==> src/rtl/sad_pkg.sv <==
// Shared definitions for the SAD sequencer: FSM state encoding and default widths.
// Latency: n/a (declarations only).
// Backpressure: n/a (declarations only).
//
// Contents:
//   S_IDLE/S_RUN/S_DRAIN/S_DONE : 2-bit state encodings
//   state_t                     : enum built on those encodings
//   DEF_DATA_W / DEF_N_PAIRS    : default operand width and pairs per block
package sad_pkg;

  // Default widths.
  // The operand width is tied to the 4-bit abs_dif datapath.
  localparam int DEF_DATA_W  = 4;
  localparam int DEF_N_PAIRS = 8;

  localparam logic [1:0] S_IDLE  = 2'd0;
  localparam logic [1:0] S_RUN   = 2'd1;
  localparam logic [1:0] S_DRAIN = 2'd2;
  localparam logic [1:0] S_DONE  = 2'd3;

  typedef enum logic [1:0] {
    ST_IDLE  = S_IDLE,
    ST_RUN   = S_RUN,
    ST_DRAIN = S_DRAIN,
    ST_DONE  = S_DONE
  } state_t;

endpackage

==> src/rtl/abs_dif.sv <==
// Purpose: 4-bit unsigned absolute difference |aIn - bIn|.
// Latency: combinational, 0 cycles.
// Backpressure: none; this is a pure function of its inputs.
//
// Ports:
//   aIn [3:0] : operand A
//   bIn [3:0] : operand B
//   out [3:0] : |aIn - bIn|
module abs_dif (
  input  logic [3:0] aIn,
  input  logic [3:0] bIn,
  output logic [3:0] out
);

  assign out = (aIn >= bIn) ? (aIn - bIn) : (bIn - aIn);

endmodule

==> src/rtl/sad_seq_ctrl.sv <==
// Purpose: stream N_PAIRS operand pairs through abs_dif and accumulate a block SAD.
// Latency: done pulses 2 cycles after the last accepted pair; the minimum block time is N_PAIRS+2 cycles.
// Backpressure: in_ready is high only in RUN; gaps in in_valid stall the pair count without losing pairs.
//
// Ports:
//   clk, rst           : clock and asynchronous active-high reset
//   start, abort       : begin a block (IDLE only) / cancel the current block
//   in_valid, in_ready : operand handshake; a pair transfers when both are high
//   a_in, b_in         : operand pair
//   busy, done         : busy is high outside IDLE; done is a 1-cycle pulse when sad_out updates
//   sad_out            : SAD of the last completed block
module sad_seq_ctrl
  import sad_pkg::*;
#(
  // Only 4 is supported, because the abs_dif datapath is 4 bits wide.
  parameter int DATA_W  = DEF_DATA_W,
  parameter int N_PAIRS = DEF_N_PAIRS,
  // One extra guard bit above DATA_W + log2(N_PAIRS) prevents overflow.
  parameter int ACC_W   = DATA_W + $clog2(N_PAIRS) + 1
) (
  input  logic              clk,
  input  logic              rst,
  input  logic              start,
  input  logic              abort,
  input  logic              in_valid,
  output logic              in_ready,
  input  logic [DATA_W-1:0] a_in,
  input  logic [DATA_W-1:0] b_in,
  output logic              busy,
  output logic              done,
  output logic [ACC_W-1:0]  sad_out
);

  localparam int              CNT_W    = $clog2(N_PAIRS);
  localparam logic [CNT_W-1:0] CNT_LAST = CNT_W'(N_PAIRS - 1);

  state_t            state_q, state_d;
  logic [CNT_W-1:0]  cnt_q, cnt_d;
  logic [DATA_W-1:0] dif_q, dif_d;
  logic              dif_v_q, dif_v_d;
  logic [ACC_W-1:0]  acc_q, acc_d;
  logic [ACC_W-1:0]  sad_q, sad_d;
  logic [DATA_W-1:0] dif_w;
  logic [ACC_W-1:0]  acc_sum;

  abs_dif u_abs_dif (
    .aIn (a_in),
    .bIn (b_in),
    .out (dif_w)
  );

  // The pipelined difference is folded in on every cycle it is valid, whatever the state.
  // The last pair is therefore added during DRAIN.
  assign acc_sum = dif_v_q ? (acc_q + ACC_W'(dif_q)) : acc_q;

  always_comb begin
    state_d = state_q;
    cnt_d   = cnt_q;
    dif_d   = dif_q;
    dif_v_d = 1'b0;
    acc_d   = acc_sum;
    sad_d   = sad_q;

    case (state_q)
      ST_IDLE: begin
        // When start and abort are both high, abort takes priority.
        if (start && !abort) begin
          state_d = ST_RUN;
          cnt_d   = '0;
          acc_d   = '0;
        end
      end

      ST_RUN: begin
        if (abort) begin
          // A pair offered in this cycle is dropped.
          state_d = ST_IDLE;
        end else if (in_valid) begin
          dif_d   = dif_w;
          dif_v_d = 1'b1;
          cnt_d   = cnt_q + 1'b1;
          if (cnt_q == CNT_LAST) begin
            state_d = ST_DRAIN;
            cnt_d   = '0;
          end
        end
      end

      ST_DRAIN: begin
        if (abort) begin
          state_d = ST_IDLE;
        end else begin
          // Capture the final sum on entry to DONE.
          // This makes sad_out valid during the same cycle that done is high.
          state_d = ST_DONE;
          sad_d   = acc_sum;
        end
      end

      ST_DONE: begin
        // Neither start nor abort has any effect here.
        state_d = ST_IDLE;
      end

      default: state_d = ST_IDLE;
    endcase
  end

  always_ff @(posedge clk or posedge rst) begin
    if (rst) begin
      state_q <= ST_IDLE;
      cnt_q   <= '0;
      dif_q   <= '0;
      dif_v_q <= 1'b0;
      acc_q   <= '0;
      sad_q   <= '0;
    end else begin
      state_q <= state_d;
      cnt_q   <= cnt_d;
      dif_q   <= dif_d;
      dif_v_q <= dif_v_d;
      acc_q   <= acc_d;
      sad_q   <= sad_d;
    end
  end

  assign in_ready = (state_q == ST_RUN);
  assign busy     = (state_q != ST_IDLE);
  assign done     = (state_q == ST_DONE);
  assign sad_out  = sad_q;

endmodule

==> config.mk <==
export PLATFORM = sky130hd
export DESIGN_NAME = sad_seq_ctrl
export DESIGN_NICKNAME = d
export VERILOG_FILES = /design/src/rtl/sad_pkg.sv /design/src/rtl/abs_dif.sv /design/src/rtl/sad_seq_ctrl.sv
export SDC_FILE = /design/constraint.sdc
export NUM_CORES = 1
export LEC_CHECK = 0
export ABC_AREA = 1
export BUFFER_PORTS_ARGS = -buffer_cell sky130_fd_sc_hd__buf_2
export CAP_MARGIN = 5
export CORE_ASPECT_RATIO = 0.6
export CORE_MARGIN = 5
export CORE_UTILIZATION = 60
export CTS_CLUSTER_SIZE = 30
export DETAILED_ROUTE_END_ITERATION = 12
export GPL_ROUTABILITY_DRIVEN = 0
export GPL_TIMING_DRIVEN = 1
export PLACE_DENSITY = 0.83
export SETUP_SLACK_MARGIN = 0.05
export SKIP_LAST_GASP = 1
export SLEW_MARGIN = 20
export SYNTH_ARGS = -nofsm -noshare
export SYNTH_HDL_FRONTEND = slang
export SYNTH_SLANG_ARGS = --single-unit
export TNS_END_PERCENT = 20
==> constraint.sdc <==
create_clock -name clk -period 4.8 [get_ports clk]
set_input_delay 0.24 -clock clk [delete_from_list [all_inputs] [get_ports clk]]
set_output_delay 0.24 -clock clk [all_outputs]
set_load 0.01 [all_outputs]
======== Yosys cells after proc, flatten, opt, wreduce, memory -nomap -nowiden ========
Cells that the tools add are included.
cells by class
  add/subtract/negate cells ............... 4
  order comparisons ....................... 1
  eq/ne operators ......................... 9
  multiplexer cells ....................... 18
  bitwise operators ....................... 1
  reduce and logical (&&, ||, !) cells .... 9
operators by type and width
  operator                                              number
  two-way mux 8 bit                                     3
  two-way mux 3 bit                                     4
  two-way mux 2 bit                                     5
  adder 8 x 4 -> 8 bit                                  1
  case mux 2 bit (4 select lines)                       1
  subtractor 4 bit                                      2
  != test 2 bit (second input constant)                 3
  case mux 3 bit (2 select lines)                       1
  AND reduction 3 bit                                   2
  equality test 2 bit (second input constant)           2
  >= comparator 4 bit                                   1
  two-way mux 4 bit                                     1
  AND reduction 4 bit                                   1
  nonzero test 2 bit                                    2
  adder 3 x 1 -> 3 bit (second input constant)          1
  equality test 3 bit (second input constant)           1
  two-way mux 1 bit                                     3
  != test 3 x 2 -> 1 bit (second input constant)        1
  != test 3 bit (second input constant)                 1
  equality test 2 x 1 -> 1 bit (second input constant)  1
  zero test 2 bit                                       1
  AND reduction 2 bit                                   1
  logical AND 1 bit                                     1
  zero test 1 bit                                       1
  inverter 1 bit                                        1
word-level totals
  flip-flop bits (word level) ............. 26
  input bits .............................. 13
  output and inout port bits .............. 11
  logic and storage cells ................. 48

======== Longest topological paths before layout ========
Gate-level depths: netlist of run 1.
  depth after elaboration ................. 5
  depth in mapped cells ................... 12
  gate-level depth less buffers ........... 11

======== By module ========
From an unflattened synthesis of run 1, not the netlist that was laid out.
second synthesis, totals
  cell total of the unflattened synthesis .. 203
  area total of the unflattened synthesis .. 1650.3 um^2
modules (own cells, without submodules)
  module        times used  cells each  area each (um^2)  seq. area each (um^2)
  sad_seq_ctrl  1           151         1305.0            650.6
  abs_dif       1           52          345.3             0.0

======== Worst setup path after synthesis of run 1 ========
Ideal clock, no wire load.
  path type ............................... reg2reg
  start point ............................. register dif_q[0]
  end point ............................... register sad_q[4] (netlist: sad_out[4])
  setup time .............................. 0.122 ns
  arrival ................................. 1.419 ns
  slack ................................... 3.259 ns
  stages on the path, launching flop included .. 8
  path buffers ............................ 0
  cells stage by stage .................... dfrtp_1 -> ha_1 -> fa_1 -> nand3_1 -> nand2_1 -> nand2_1 -> xor2_1 -> o21ai_1
between the ends
  word-level cells in the longest chain between the ends .. 2
ends and longest elaborated chain
  item                    RTL line             text
  from (decl)             sad_seq_ctrl.sv:39   logic [DATA_W-1:0] dif_q, dif_d;
  from (signal assigned)  sad_seq_ctrl.sv:120  dif_q <= dif_d;
  adder 8 x 4 -> 8 bit    sad_seq_ctrl.sv:54   assign acc_sum = dif_v_q ? (acc_q + ACC_W'(dif_q)) : acc_q;
  two-way mux 8 bit       sad_seq_ctrl.sv:54
  to (signal assigned)    sad_seq_ctrl.sv:116  sad_q <= '0;
  to (signal assigned)    sad_seq_ctrl.sv:123  sad_q <= sad_d;
  to (decl)               sad_seq_ctrl.sv:42   logic [ACC_W-1:0] sad_q, sad_d;
Every way passes these cells.
A chain may end at the register's enable or synchronous reset.

======== Worst setup path after layout of run 1 ========
  start point ............................. register acc_q[0]
  end point ............................... register sad_q[4] (netlist: sad_out[4])
between the ends
  word-level cells in the longest chain between the ends .. 2
ends and longest elaborated chain
  item                    RTL line             text
  from (decl)             sad_seq_ctrl.sv:41   logic [ACC_W-1:0] acc_q, acc_d;
  from (signal assigned)  sad_seq_ctrl.sv:115  acc_q <= '0;
  from (signal assigned)  sad_seq_ctrl.sv:122  acc_q <= acc_d;
  adder 8 x 4 -> 8 bit    sad_seq_ctrl.sv:54
  two-way mux 8 bit       sad_seq_ctrl.sv:54
Every way passes these cells.

==> metrics.txt, run 1 <==
# TYPE chip_impl_metric gauge
chip_impl_info{name="outcome",value="finished, final reports clean"} 1
chip_impl_metric{name="maxSlewHeadroom",unit="%"} 38.36
chip_impl_metric{name="post-route-util",unit="%"} 70.30
chip_impl_metric{name="ant_nets",unit=""} 0
chip_impl_metric{name="worstMarginPinSlew",unit="ns"} 0.9190
chip_impl_metric{name="clock-skew-final",unit="ns"} 0.005637
chip_impl_metric{name="postSynthAreaPerCell",unit="um2"} 7.972
chip_impl_metric{name="finish.net_count",unit=""} 256
chip_impl_metric{name="via_count",unit=""} 1307
chip_impl_info{name="tritoncts",value="done"} 1
chip_impl_metric{name="synth_cells",unit=""} 202
chip_impl_info{name="setup.worst_path.end_class",value="register"} 1
chip_impl_metric{name="pin_count_of_the_biggest_net_entering_global_routing",unit=""} 27
chip_impl_metric{name="die_area",unit="um2"} 3854
chip_impl_metric{name="global_route_wire_length_before_repair",unit="um"} 5789
chip_impl_metric{name="synth_top_area_share",unit="%"} 40.40
chip_impl_metric{name="detailedPlacementHpwl",unit="um"} 2546
chip_impl_metric{name="antenna_found_initial",unit=""} 0
chip_impl_info{name="timing.critical_path.max_delay_family",value="adder cells"} 1
chip_impl_info{name="path_class",value="reg2reg"} 1
chip_impl_info{name="cp_common_cell",value="nand2_1"} 1
chip_impl_metric{name="clock_latency",unit="ns"} 0.27
chip_impl_metric{name="numClockSinks",unit=""} 26
chip_impl_metric{name="count_of_yosys_warnings_during_synthesis",unit=""} 0
chip_impl_metric{name="crit_arrival",unit="ns"} 1.83
chip_impl_metric{name="grt-ovfl-total",unit=""} 0
chip_impl_metric{name="rows",unit=""} 14
chip_impl_metric{name="postRouteWirelength",unit="um"} 3256
chip_impl_metric{name="vdd_drop_max",unit="V"} 0.0002968
chip_impl_metric{name="postCtsSetupBuffers",unit=""} 0
chip_impl_metric{name="ys_seq_area_share",unit="%"} 40.40
chip_impl_metric{name="stdcell_count",unit=""} 257
chip_impl_metric{name="design.portCount",unit=""} 24
chip_impl_metric{name="vias_per_cell",unit=""} 5.086
chip_impl_info{name="clk_root_buffer_cell",value="clkbuf_8"} 1
chip_impl_metric{name="critical_path_buf_inv_count",unit=""} 0
chip_impl_metric{name="max_cap_violations",unit=""} 0
chip_impl_metric{name="core_region",unit="um2"} 2540
chip_impl_metric{name="antennaDiodeCount",unit=""} 0
chip_impl_metric{name="power-per-cell-area",unit="nW/um2"} 492.6
chip_impl_metric{name="port-buffer-count",unit=""} 23
chip_impl_info{name="worst_setup_path_start_kind",value="register"} 1
chip_impl_metric{name="finalSetupViolCount",unit=""} 0
chip_impl_metric{name="cts_buffer_depth",unit=""} 2
chip_impl_metric{name="final_layout_size_suffix_gt1_share",unit="%"} 16.44
chip_impl_metric{name="setup-tns-final",unit="ns"} 0
chip_impl_metric{name="final_hold_viol_count",unit=""} 0
chip_impl_info{name="synth.top_cells.by_area",value="dfrtp_1 (40%), nand2_1 (15%), ha_1 (10%)"} 1
chip_impl_metric{name="drt-initial-drc-count",unit=""} 109
chip_impl_info{name="crit_chain",value="ha_1, fa_1, nand3_1, nand2_1, nand2_1, xor2_1, o21ai_1"} 1
chip_impl_metric{name="timing.critical_path.slowest_cell_delay",unit="ns"} 0.42
chip_impl_metric{name="number_of_library_cell_types_mapped_by_synthesis",unit=""} 26
chip_impl_metric{name="dpl.cell_count",unit=""} 254
chip_impl_metric{name="final.min_clock_period",unit="ns"} 1.673
chip_impl_info{name="timing.hold.worst.class",value="in2async"} 1
chip_impl_metric{name="final-max-slew-violation-count",unit=""} 0
chip_impl_metric{name="die_x",unit="um"} 76.88
chip_impl_metric{name="cp.required",unit="ns"} 4.95
chip_impl_metric{name="p_leak",unit="nW"} 1.012
chip_impl_metric{name="post_cts_hold_buffer_count",unit=""} 0
chip_impl_metric{name="y_dimension_of_the_die",unit="um"} 50.13
chip_impl_metric{name="detailed_routing_iterations_pass_1",unit=""} 4
chip_impl_metric{name="starting_utilization_of_the_core_area",unit="%"} 63.40
chip_impl_metric{name="mean_routed_wirelength_per_cell",unit="um"} 12.67
chip_impl_info{name="critical-path-slowest-cell",value="fa_1"} 1
chip_impl_metric{name="mappedNetlistArea",unit="um2"} 1610
chip_impl_metric{name="fin_crit_sh",unit="%"} 34.86
chip_impl_metric{name="crit_path_max_fanout",unit=""} 3
chip_impl_info{name="grt_setup_unrepaired",value="no"} 1
chip_impl_metric{name="max_freq",unit="GHz"} 0.5976
chip_impl_metric{name="drc",unit=""} 0
chip_impl_metric{name="grt_util_all_layers",unit="%"} 18.56
chip_impl_metric{name="area_delta_synth_final",unit="%"} 10.88
chip_impl_metric{name="htree_levels",unit=""} 1
chip_impl_metric{name="clk_transition_reported_paths",unit="ns"} 0.09
chip_impl_metric{name="grt_pass1_vias",unit=""} 1232
chip_impl_metric{name="cts_resizes",unit=""} 0
chip_impl_metric{name="total_power",unit="uW"} 879.6
chip_impl_info{name="synthDominantAreaCellType",value="dfrtp_1"} 1
chip_impl_metric{name="cts_buffers",unit=""} 3
chip_impl_metric{name="synth.net_count",unit=""} 231
chip_impl_metric{name="ys_seq_elements",unit=""} 26
flip-flops by register name, indices dropped and copies added, names as in the netlist:
register,cells
dif_q,4
sad_out,8
dif_v_q,1
acc_q,8
cnt_q,3
state_q,2
cell usage after synthesis (all sizes together):
cell / count
or2: 1
ha: 13
nor2: 18
nand3b: 1
a31oi: 1
nor3: 3
o21ai: 8
nand2: 65
dfrtp: 26
fa: 3
buf: 3
nand4: 2
clkinv: 1
mux2i: 2
a211oi: 1
xor2: 1
a21oi: 5
inv: 29
nand3: 16
xnor2: 3
path summary, 6_finish.rpt:
path	cells past startpoint	startpoint	slack, ns	endpoint
max in group asynchronous	2	rst	4.33	dif_q[1]
hold reg to reg	2	sad_out[7]	0.48	sad_out[7]
setup / recovery	7	acc_q[0]	3.13	sad_out[4]
setup reg to reg	7	acc_q[0]	3.13	sad_out[4]
hold / removal	2	rst	0.04	acc_q[7]
min in group clk	3	b_in[0]	0.31	dif_q[0]
report_power, final:
part / switching (mW) / internal, mW / total [mW]
registers: 0.0675 / 0.301 / 0.369
logic: 0.232 / 0.155 / 0.387
clock network: 0.0678 / 0.0563 / 0.124
cells in the final DEF, fill, tap and decap left out, drive strengths merged:
| cell | instances |
|---|---|
| xor2 | 1 |
| nand3b | 1 |
| ha | 13 |
| fa | 3 |
| nor3 | 3 |
| a211oi | 1 |
| buf | 23 |
| nand4 | 2 |
| a21oi | 5 |
| or2 | 1 |
| clkbuf | 3 |
| nor2 | 18 |
| mux2i | 2 |
| xnor2 | 3 |
| inv | 28 |
| nand2 | 65 |
| nand3 | 16 |
| dfrtp | 26 |
| o21ai | 8 |
| a31oi | 1 |
| clkinv | 2 |
cells by family (layout without fill, tap and decap cells):
family,count (synthesis),after routing,share of synthesized area (%)
xor gates and xnor gates,4,4,2.176
adders and majority gates,16,16,13.83
AOI/OAI and AO/OA,15,15,5.361
muxes,2,2,1.243
buffers and inverters,33,56,8.391
DFF,26,26,40.40
and+or+nand+nor,106,106,28.59
area by class of cell:
| class | count | area, um2 |
|---|---|---|
| tap | 32 | 40.04 |
| timing repair buffer | 23 | 115.1 |
| multi-input combinational | 143 | 824.5 |
| sequential | 26 | 650.6 |
| inverter | 30 | 113.9 |
| clock buffer | 3 | 41.29 |
| fill | 190 | 754.5 |
worst register-to-register path: cells and delay by family (launching register included):
kind	cells	cell delay [ns]
fa+ha+maj	2	0.63
xor+xnor	1	0.19
flops	1	0.40
simple gates	3	0.25
compound gates	1	0.07
layer usage:
metal	GRT usage (%)	part of all wire (%)
met2	25.92	41
met3	4.643	5.8
met5	0	0
met4	2.907	0.64
met1	29.34	53
through the flow:
| stage | worst slack (ns) | hold slack, ns | instance area [um2] |
|---|---|---|---|
| global placement | 3.208 | 0.4625 | 1744 |
| CTS | 3.134 | 0.2245 | 1785 |
| finish | 3.127 | 0.03853 | 1785 |
| global route | 3.036 | 0.09471 | 1785 |
| floorplan | 3.259 | 0.2800 | 1610 |
| detailed placement | 3.153 | 0.4608 | 1744 |
No activity file was read; power rests on OpenSTA's default activity.
==> run 2: changes to the inputs <==
--- a/config.mk
+++ b/config.mk
@@ -10,12 +10,12 @@
 export CAP_MARGIN = 5
 export CORE_ASPECT_RATIO = 0.6
 export CORE_MARGIN = 5
-export CORE_UTILIZATION = 60
+export CORE_UTILIZATION = 56
 export CTS_CLUSTER_SIZE = 30
 export DETAILED_ROUTE_END_ITERATION = 12
 export GPL_ROUTABILITY_DRIVEN = 0
 export GPL_TIMING_DRIVEN = 1
-export PLACE_DENSITY = 0.83
+export PLACE_DENSITY = 0.79
 export SETUP_SLACK_MARGIN = 0.05
 export SKIP_LAST_GASP = 1
 export SLEW_MARGIN = 20
==> constraint.sdc (replaced) <==
create_clock -name clk -period 1.7 [get_ports clk]
set_input_delay 0.085 -clock clk [delete_from_list [all_inputs] [get_ports clk]]
set_output_delay 0.085 -clock clk [all_outputs]
set_load 0.01 [all_outputs]
==> run 2 against run 1 <==
Net effect:
- fmax increased by 5.3%
- power increased to 2.9 times the previous value
- highest routed layer unchanged
- critical path type unchanged
- sequential share of layout area decreased by 1.2 points
- via count increased by 3.7%
- largest power group unchanged
- clock skew decreased by 0.0029 ns
- wire length increased by 4.7%
==> metrics.txt, run 2 (same netlist as run 1, synthesis figures left out) <==
# TYPE chip_impl_metric gauge
chip_impl_metric{name="power.share.combinational",unit="%"} 44.1
chip_impl_metric{name="grt_pass1_vias",unit=""} 1301
chip_impl_metric{name="rows",unit=""} 15
chip_impl_metric{name="power_switching",unit="mW"} 1.064
chip_impl_metric{name="core_region",unit="um2"} 2815
chip_impl_metric{name="finish.net_count",unit=""} 259
chip_impl_metric{name="worstMarginPinSlew",unit="ns"} 0.3817
chip_impl_metric{name="vdd_drop_max",unit="V"} 0.0007325
chip_impl_metric{name="post-route-worst-setup-slack",unit="ns"} 0.1101
chip_impl_metric{name="cp.required",unit="ns"} 1.85
chip_impl_metric{name="y_dimension_of_the_die",unit="um"} 51.54
chip_impl_metric{name="maxSlewHeadroom",unit="%"} 74.55
chip_impl_metric{name="die_area",unit="um2"} 4083
chip_impl_info{name="setup.worst_path.end_class",value="register"} 1
chip_impl_metric{name="fin_crit_sh",unit="%"} 93.52
chip_impl_info{name="final_cell_mix",value="nand2_1 (60), inv_1 (26), dfrtp_1 (26), buf_2 (23), nor2_1 (18)"} 1
chip_impl_metric{name="fill_cells",unit=""} 227
chip_impl_info{name="final_common_cell",value="nand2_1"} 1
chip_impl_info{name="hold_path.startpoint",value="b_in[0]"} 1
chip_impl_metric{name="final.min_clock_period",unit="ns"} 1.590
chip_impl_info{name="timing.hold.worst.class",value="in2reg"} 1
chip_impl_metric{name="numClockSinks",unit=""} 26
chip_impl_metric{name="ant_nets",unit=""} 0
chip_impl_info{name="path_class",value="reg2reg"} 1
chip_impl_metric{name="power_frac_clock",unit="%"} 15.5
chip_impl_metric{name="drt-initial-drc-count",unit=""} 89
chip_impl_metric{name="final-max-slew-violation-count",unit=""} 0
chip_impl_metric{name="preCtsSetupSlack",unit="ns"} 0.03284
chip_impl_metric{name="crit_path_max_fanout",unit=""} 3
chip_impl_metric{name="cts_buffers",unit=""} 3
chip_impl_metric{name="vias_per_cell",unit=""} 5.156
chip_impl_metric{name="pin_count_of_the_biggest_net_entering_global_routing",unit=""} 27
chip_impl_info{name="crit_start",value="dif_q[0]"} 1
chip_impl_metric{name="max_cap_violations",unit=""} 0
chip_impl_metric{name="clk_transition_reported_paths",unit="ns"} 0.09
chip_impl_metric{name="final_layout_size_suffix_gt1_share",unit="%"} 20.09
chip_impl_metric{name="mean_routed_wirelength_per_cell",unit="um"} 12.97
chip_impl_metric{name="htree_levels",unit=""} 1
chip_impl_metric{name="p_leak",unit="nW"} 1.034
chip_impl_metric{name="internal_power",unit="mW"} 1.526
chip_impl_metric{name="starting_utilization_of_the_core_area",unit="%"} 57.20
chip_impl_metric{name="antennaDiodeCount",unit=""} 0
chip_impl_metric{name="footprint_of_the_multi_input_gates",unit="um2"} 844.6
chip_impl_info{name="clk_root_buffer_cell",value="clkbuf_8"} 1
chip_impl_metric{name="detailedPlacementHpwl",unit="um"} 2626
chip_impl_metric{name="antenna_found_initial",unit=""} 0
chip_impl_metric{name="max_freq",unit="GHz"} 0.6290
chip_impl_metric{name="crit_arrival",unit="ns"} 1.74
chip_impl_metric{name="layout.cell_area.non_filler",unit="um2"} 1847
chip_impl_info{name="regToRegStartpoint",value="dif_q[0]"} 1
chip_impl_metric{name="postRouteWirelength",unit="um"} 3410
chip_impl_metric{name="clock-skew-final",unit="ns"} 0.002764
chip_impl_metric{name="p_sw_share",unit="%"} 41.07
chip_impl_metric{name="grt_util_all_layers",unit="%"} 18.60
chip_impl_metric{name="post-route-util",unit="%"} 65.60
chip_impl_info{name="tritoncts",value="done"} 1
chip_impl_metric{name="port-buffer-count",unit=""} 23
chip_impl_metric{name="finalSetupViolCount",unit=""} 0
chip_impl_metric{name="global_route_wire_length_before_repair",unit="um"} 5871
chip_impl_metric{name="grt-ovfl-total",unit=""} 0
chip_impl_metric{name="setup-tns-final",unit="ns"} 0
chip_impl_metric{name="design.portCount",unit=""} 24
chip_impl_metric{name="via_count",unit=""} 1356
chip_impl_metric{name="placed_cell_area",unit="um2"} 1754
chip_impl_metric{name="area_delta_synth_final",unit="%"} 14.69
chip_impl_info{name="grt_setup_unrepaired",value="yes"} 1
chip_impl_metric{name="sequentialPowerShare",unit="%"} 40.5
chip_impl_info{name="outcome",value="finished, final reports clean"} 1
chip_impl_metric{name="die_x",unit="um"} 79.23
chip_impl_metric{name="power-per-cell-area",unit="nW/um2"} 1403
chip_impl_metric{name="cts_buffer_depth",unit=""} 2
chip_impl_metric{name="detailed_routing_iterations_pass_1",unit=""} 4
chip_impl_metric{name="seqCellArea",unit="um2"} 650.6
chip_impl_metric{name="final_hold_viol_count",unit=""} 0
chip_impl_metric{name="drc",unit=""} 0
chip_impl_info{name="worst_setup_path_start_kind",value="register"} 1
chip_impl_metric{name="clock_latency",unit="ns"} 0.27
==> run 2: path summary, 6_finish.rpt <==
path | endpoint | slack, ns | depth (start not counted)
worst min-delay path | dif_q[0] | 0.17 | 3
worst min register to register | sad_out[7] | 0.48 | 2
worst max-delay path | sad_out[4] | 0.11 | 7
max in group asynchronous | acc_q[4] | 1.05 | 4
worst max register to register | sad_out[4] | 0.11 | 7
min in group asynchronous | cnt_q[1] | 0.40 | 4
==> run 2: routing by layer <==
| layer | up-vias | share of wire, % | GRT usage (%) |
|---|---|---|---|
| met3 | 4 | 3.8 | 3.633 |
| li1 | 690 | - | - |
| met5 | - | 0 | 0 |
| met1 | 632 | 51 | 28.00 |
| met2 | 30 | 44 | 28.49 |
| met4 | 0 | 0.85 | 2.857 |
==> run 2: repair_timing <==
| item | CTS | global route |
|---|---|---|
| buffers inserted | 0 | 1 |
| pin swaps | 0 | 1 |
| gates resized for setup | 1 | 5 |
| setup endpoints to repair | 2 | 5 |
| hold buffers | 1 | 0 |
| endpoints found under the hold margin | 26 | 0 |
==> run 2: power groups by stage <==
stage	combinational, mW	clock (mW)	sequential [mW]
2_1_floorplan	0.761	0	1.05
3_3_place_gp	1.06	0	1.04
6_report	1.14	0.400	1.05
5_1_grt	1.30	0.425	1.08
4_1_cts	1.09	0.399	1.04
3_5_place_dp	1.09	0	1.05
==> run 2: worst max-delay path, stage by stage, from the launching register on <==
cell     delay, ns
dfrtp_1       0.40
ha_2          0.21
fa_2          0.35
nand3_1       0.08
nand2_1       0.06
nand2_2       0.10
xor2_2        0.19
o21ai_1       0.08
==> run 2: through the flow <==
stage / cells / total power [mW] / hold slack (ns)
floorplan: 202 / 1.806 / 0.1250
global placement: 257 / 2.100 / 0.1539
detailed placement: 257 / 2.133 / 0.1581
CTS: 262 / 2.532 / 0.1773
global route: 263 / 2.802 / 0.2153
finish: 263 / 2.590 / 0.1694
==> run 2: layout make-up <==
type,count,area share (%)
Multi-Input combinational cell,143,45.73
Sequential cell,26,35.23
Timing Repair Buffer,26,7.588
Inverter,30,6.165
Clock buffer,4,2.981
Tap cell,34,2.304
==> run 3: changes to the inputs <==
--- a/config.mk
+++ b/config.mk
@@ -6,16 +6,16 @@
 export NUM_CORES = 1
 export LEC_CHECK = 0
 export ABC_AREA = 1
-export BUFFER_PORTS_ARGS = -buffer_cell sky130_fd_sc_hd__buf_2
 export CAP_MARGIN = 5
 export CORE_ASPECT_RATIO = 0.6
 export CORE_MARGIN = 5
-export CORE_UTILIZATION = 56
+export CORE_UTILIZATION = 62
 export CTS_CLUSTER_SIZE = 30
 export DETAILED_ROUTE_END_ITERATION = 12
+export DONT_BUFFER_PORTS = 1
 export GPL_ROUTABILITY_DRIVEN = 0
 export GPL_TIMING_DRIVEN = 1
-export PLACE_DENSITY = 0.79
+export PLACE_DENSITY = 0.78
 export SETUP_SLACK_MARGIN = 0.05
 export SKIP_LAST_GASP = 1
 export SLEW_MARGIN = 20
==> run 3 against run 2 <==
Net effect:
- register-to-register slack improved by 0.03 ns
- fmax is 2.1% higher
- die area is 8.2% lower
- combinational power decreased by 18%
- flip-flop and latch count stayed put
- wire length grew 1.0%
- utilization is 3.5 points higher
- via count shrank 3.8%
- cell count is 9.5% lower
- global-route usage up 1.5 points
- non-clock buffer count is 23 lower
==> metrics.txt, run 3 (same netlist as run 1, synthesis figures left out) <==
# TYPE chip_impl_metric gauge
chip_impl_metric{name="port-buffer-count",unit=""} 0
chip_impl_metric{name="finalSetupViolCount",unit=""} 0
chip_impl_metric{name="total_power",unit="mW"} 2.461
chip_impl_info{name="worstSetupEndpoint",value="sad_out[4]"} 1
chip_impl_metric{name="drc",unit=""} 0
chip_impl_metric{name="htree_levels",unit=""} 1
chip_impl_metric{name="final.min_clock_period",unit="ns"} 1.558
chip_impl_metric{name="pin_count_of_the_biggest_net_entering_global_routing",unit=""} 27
chip_impl_metric{name="power.share.combinational",unit="%"} 38.2
chip_impl_metric{name="clock-skew-final",unit="ns"} 0.009038
chip_impl_metric{name="grt_util_all_layers",unit="%"} 20.07
chip_impl_metric{name="drt-initial-drc-count",unit=""} 81
chip_impl_metric{name="clk_transition_reported_paths",unit="ns"} 0.09
chip_impl_info{name="outcome",value="finished, final reports clean"} 1
chip_impl_metric{name="critical_path_buf_inv_count",unit=""} 0
chip_impl_metric{name="grt_pass1_vias",unit=""} 1275
chip_impl_metric{name="grt-ovfl-total",unit=""} 0
chip_impl_metric{name="mean_routed_wirelength_per_cell",unit="um"} 14.47
chip_impl_metric{name="area_delta_synth_final",unit="%"} 6.760
chip_impl_metric{name="y_dimension_of_the_die",unit="um"} 49.48
chip_impl_metric{name="detailedPlacementHpwl",unit="um"} 2629
chip_impl_metric{name="cts_buffers",unit=""} 3
chip_impl_info{name="worst_setup_path_start_kind",value="register"} 1
chip_impl_metric{name="power-per-cell-area",unit="nW/um2"} 1431
chip_impl_metric{name="ant_nets",unit=""} 0
chip_impl_metric{name="core_region",unit="um2"} 2487
chip_impl_metric{name="cell_count_of_the_worst_reg_to_reg_path",unit=""} 7
chip_impl_metric{name="fin_crit_sh",unit="%"} 91.63
chip_impl_metric{name="power_switching",unit="mW"} 1.036
chip_impl_metric{name="global_route_wire_length_before_repair",unit="um"} 5692
chip_impl_metric{name="dpl.cell_count",unit=""} 232
chip_impl_info{name="worstReg2RegEnd",value="sad_out[4]"} 1
chip_impl_metric{name="setup-tns-final",unit="ns"} 0
chip_impl_info{name="regToRegStartpoint",value="dif_q[0]"} 1
chip_impl_metric{name="sequentialPowerShare",unit="%"} 45.5
chip_impl_metric{name="finish.net_count",unit=""} 236
chip_impl_metric{name="vdd_drop_max",unit="V"} 0.0007004
chip_impl_metric{name="power_frac_clock",unit="%"} 16.3
chip_impl_metric{name="cts_buffer_depth",unit=""} 2
chip_impl_metric{name="max_freq",unit="GHz"} 0.6420
chip_impl_info{name="timing.hold.worst.class",value="in2reg"} 1
chip_impl_metric{name="postRouteWirelength",unit="um"} 3444
chip_impl_metric{name="design.portCount",unit=""} 24
chip_impl_metric{name="p_leak",unit="nW"} 0.9323
chip_impl_info{name="crit_start",value="dif_q[0]"} 1
chip_impl_info{name="final_common_cell",value="nand2_1"} 1
chip_impl_metric{name="via_count",unit=""} 1305
chip_impl_info{name="critical-path-slowest-cell",value="dfrtp_1"} 1
chip_impl_metric{name="die_x",unit="um"} 75.80
chip_impl_metric{name="final_layout_size_suffix_gt1_share",unit="%"} 9.223
chip_impl_metric{name="numClockSinks",unit=""} 26
chip_impl_metric{name="timing.critical_path.slowest_cell_delay",unit="ns"} 0.40
chip_impl_metric{name="crit_path_max_fanout",unit=""} 3
chip_impl_metric{name="cp.required",unit="ns"} 1.86
chip_impl_info{name="final_cell_mix",value="nand2_1 (62), inv_1 (26), dfrtp_1 (26), nor2_1 (18), nand3_1 (16)"} 1
chip_impl_metric{name="postCtsSetupBuffers",unit=""} 0
chip_impl_metric{name="timing.hold.ws",unit="ns"} 0.007338
chip_impl_metric{name="worstMarginPinSlew",unit="ns"} 0.4068
chip_impl_info{name="path_class",value="reg2reg"} 1
chip_impl_metric{name="antennaDiodeCount",unit=""} 0
chip_impl_metric{name="antenna_found_initial",unit=""} 0
chip_impl_metric{name="regToRegSetupSlack",unit="ns"} 0.14
chip_impl_metric{name="rows",unit=""} 14
chip_impl_metric{name="die_area",unit="um2"} 3750
chip_impl_metric{name="clock_latency",unit="ns"} 0.28
chip_impl_metric{name="detailed_routing_iterations_pass_1",unit=""} 5
chip_impl_metric{name="p_sw_share",unit="%"} 42.10
chip_impl_metric{name="starting_utilization_of_the_core_area",unit="%"} 64.74
chip_impl_metric{name="final_hold_viol_count",unit=""} 0
chip_impl_info{name="setup.worst_path.end_class",value="register"} 1
chip_impl_info{name="grt_setup_unrepaired",value="no"} 1
chip_impl_metric{name="vias_per_cell",unit=""} 5.483
chip_impl_info{name="clk_root_buffer_cell",value="clkbuf_8"} 1
chip_impl_metric{name="final-max-slew-violation-count",unit=""} 0
chip_impl_metric{name="fill_cells",unit=""} 198
chip_impl_info{name="timing.critical_path.max_delay_family",value="adder cells"} 1
chip_impl_info{name="crit_chain",value="ha_2, fa_2, nand3_1, nand2_1, nand2_2, xor2_1, o21ai_1"} 1
chip_impl_info{name="tritoncts",value="done"} 1
chip_impl_metric{name="internal_power",unit="mW"} 1.425
chip_impl_metric{name="crit_arrival",unit="ns"} 1.72
chip_impl_metric{name="critical_path_depth",unit=""} 7
chip_impl_metric{name="maxSlewHeadroom",unit="%"} 72.88
chip_impl_metric{name="max_cap_violations",unit=""} 0
chip_impl_metric{name="stdcell_count",unit=""} 238
[run 3: metrics by stage]
| stage | worst slack [ns] | util, % | cell area, um2 |
|---|---|---|---|
| 2_1_floorplan | 0.1593 | - | 1610 |
| 3_3_place_gp | 0.09456 | 65.79 | 1637 |
| 3_5_place_dp | 0.02872 | 65.79 | 1637 |
| 4_1_cts | 0.07678 | 68.91 | 1714 |
| 5_1_grt | 0.05493 | 69.11 | 1719 |
| 6_report | 0.1423 | 69.11 | 1719 |
[run 3: worst min-delay path, stage by stage]
cell      delay [ns]
nor3_4          0.02
inv_1           0.06
a211oi_1        0.07
[run 3: repair_timing]
item                                   4_1_cts  5_1_grt
setup endpoints to repair                    3        4
endpoints found under the hold margin       27        0
gates resized for setup                      1        2
hold buffers                                 2        0
[run 3: worst min-delay path by stage]
stage	from	endpoint	slack, ns	depth (start not counted)
after global placement	rst	acc_q[7]	0.05	2
after global routing	abort	state_q[1]	0.01	3
after CTS	abort	state_q[1]	0.0009	3
final	abort	state_q[1]	0.007	3
after detailed placement	rst	acc_q[7]	0.05	2
after floorplan	rst	acc_q[0]	0.13	1
[run 3: final cells by class]
cell class / instances / area [um2] / share of cell area, %
inverter: 30 / 113.9 / 6.623
multi-input combinational: 143 / 832.0 / 48.40
tap: 32 / 40.04 / 2.329
sequential: 26 / 650.6 / 37.85
clock buffer: 4 / 55.05 / 3.202
timing repair buffer: 3 / 27.53 / 1.601
[run 3: metal layers]
metal	part of all wire, %	global-route usage, %
met1	46	28.46
met2	45	28.27
met3	7.8	7.708
met4	1.2	5.814
met5	0	0
[run 3: power by group through the flow]
stage | Sequential (mW) | Clock (mW) | Combinational (mW)
floorplan | 1.05 | 0 | 0.761
global placement | 1.11 | 0 | 0.857
detailed placement | 1.12 | 0 | 0.913
CTS | 1.12 | 0.407 | 0.926
global route | 1.15 | 0.440 | 1.08
finish | 1.12 | 0.402 | 0.940
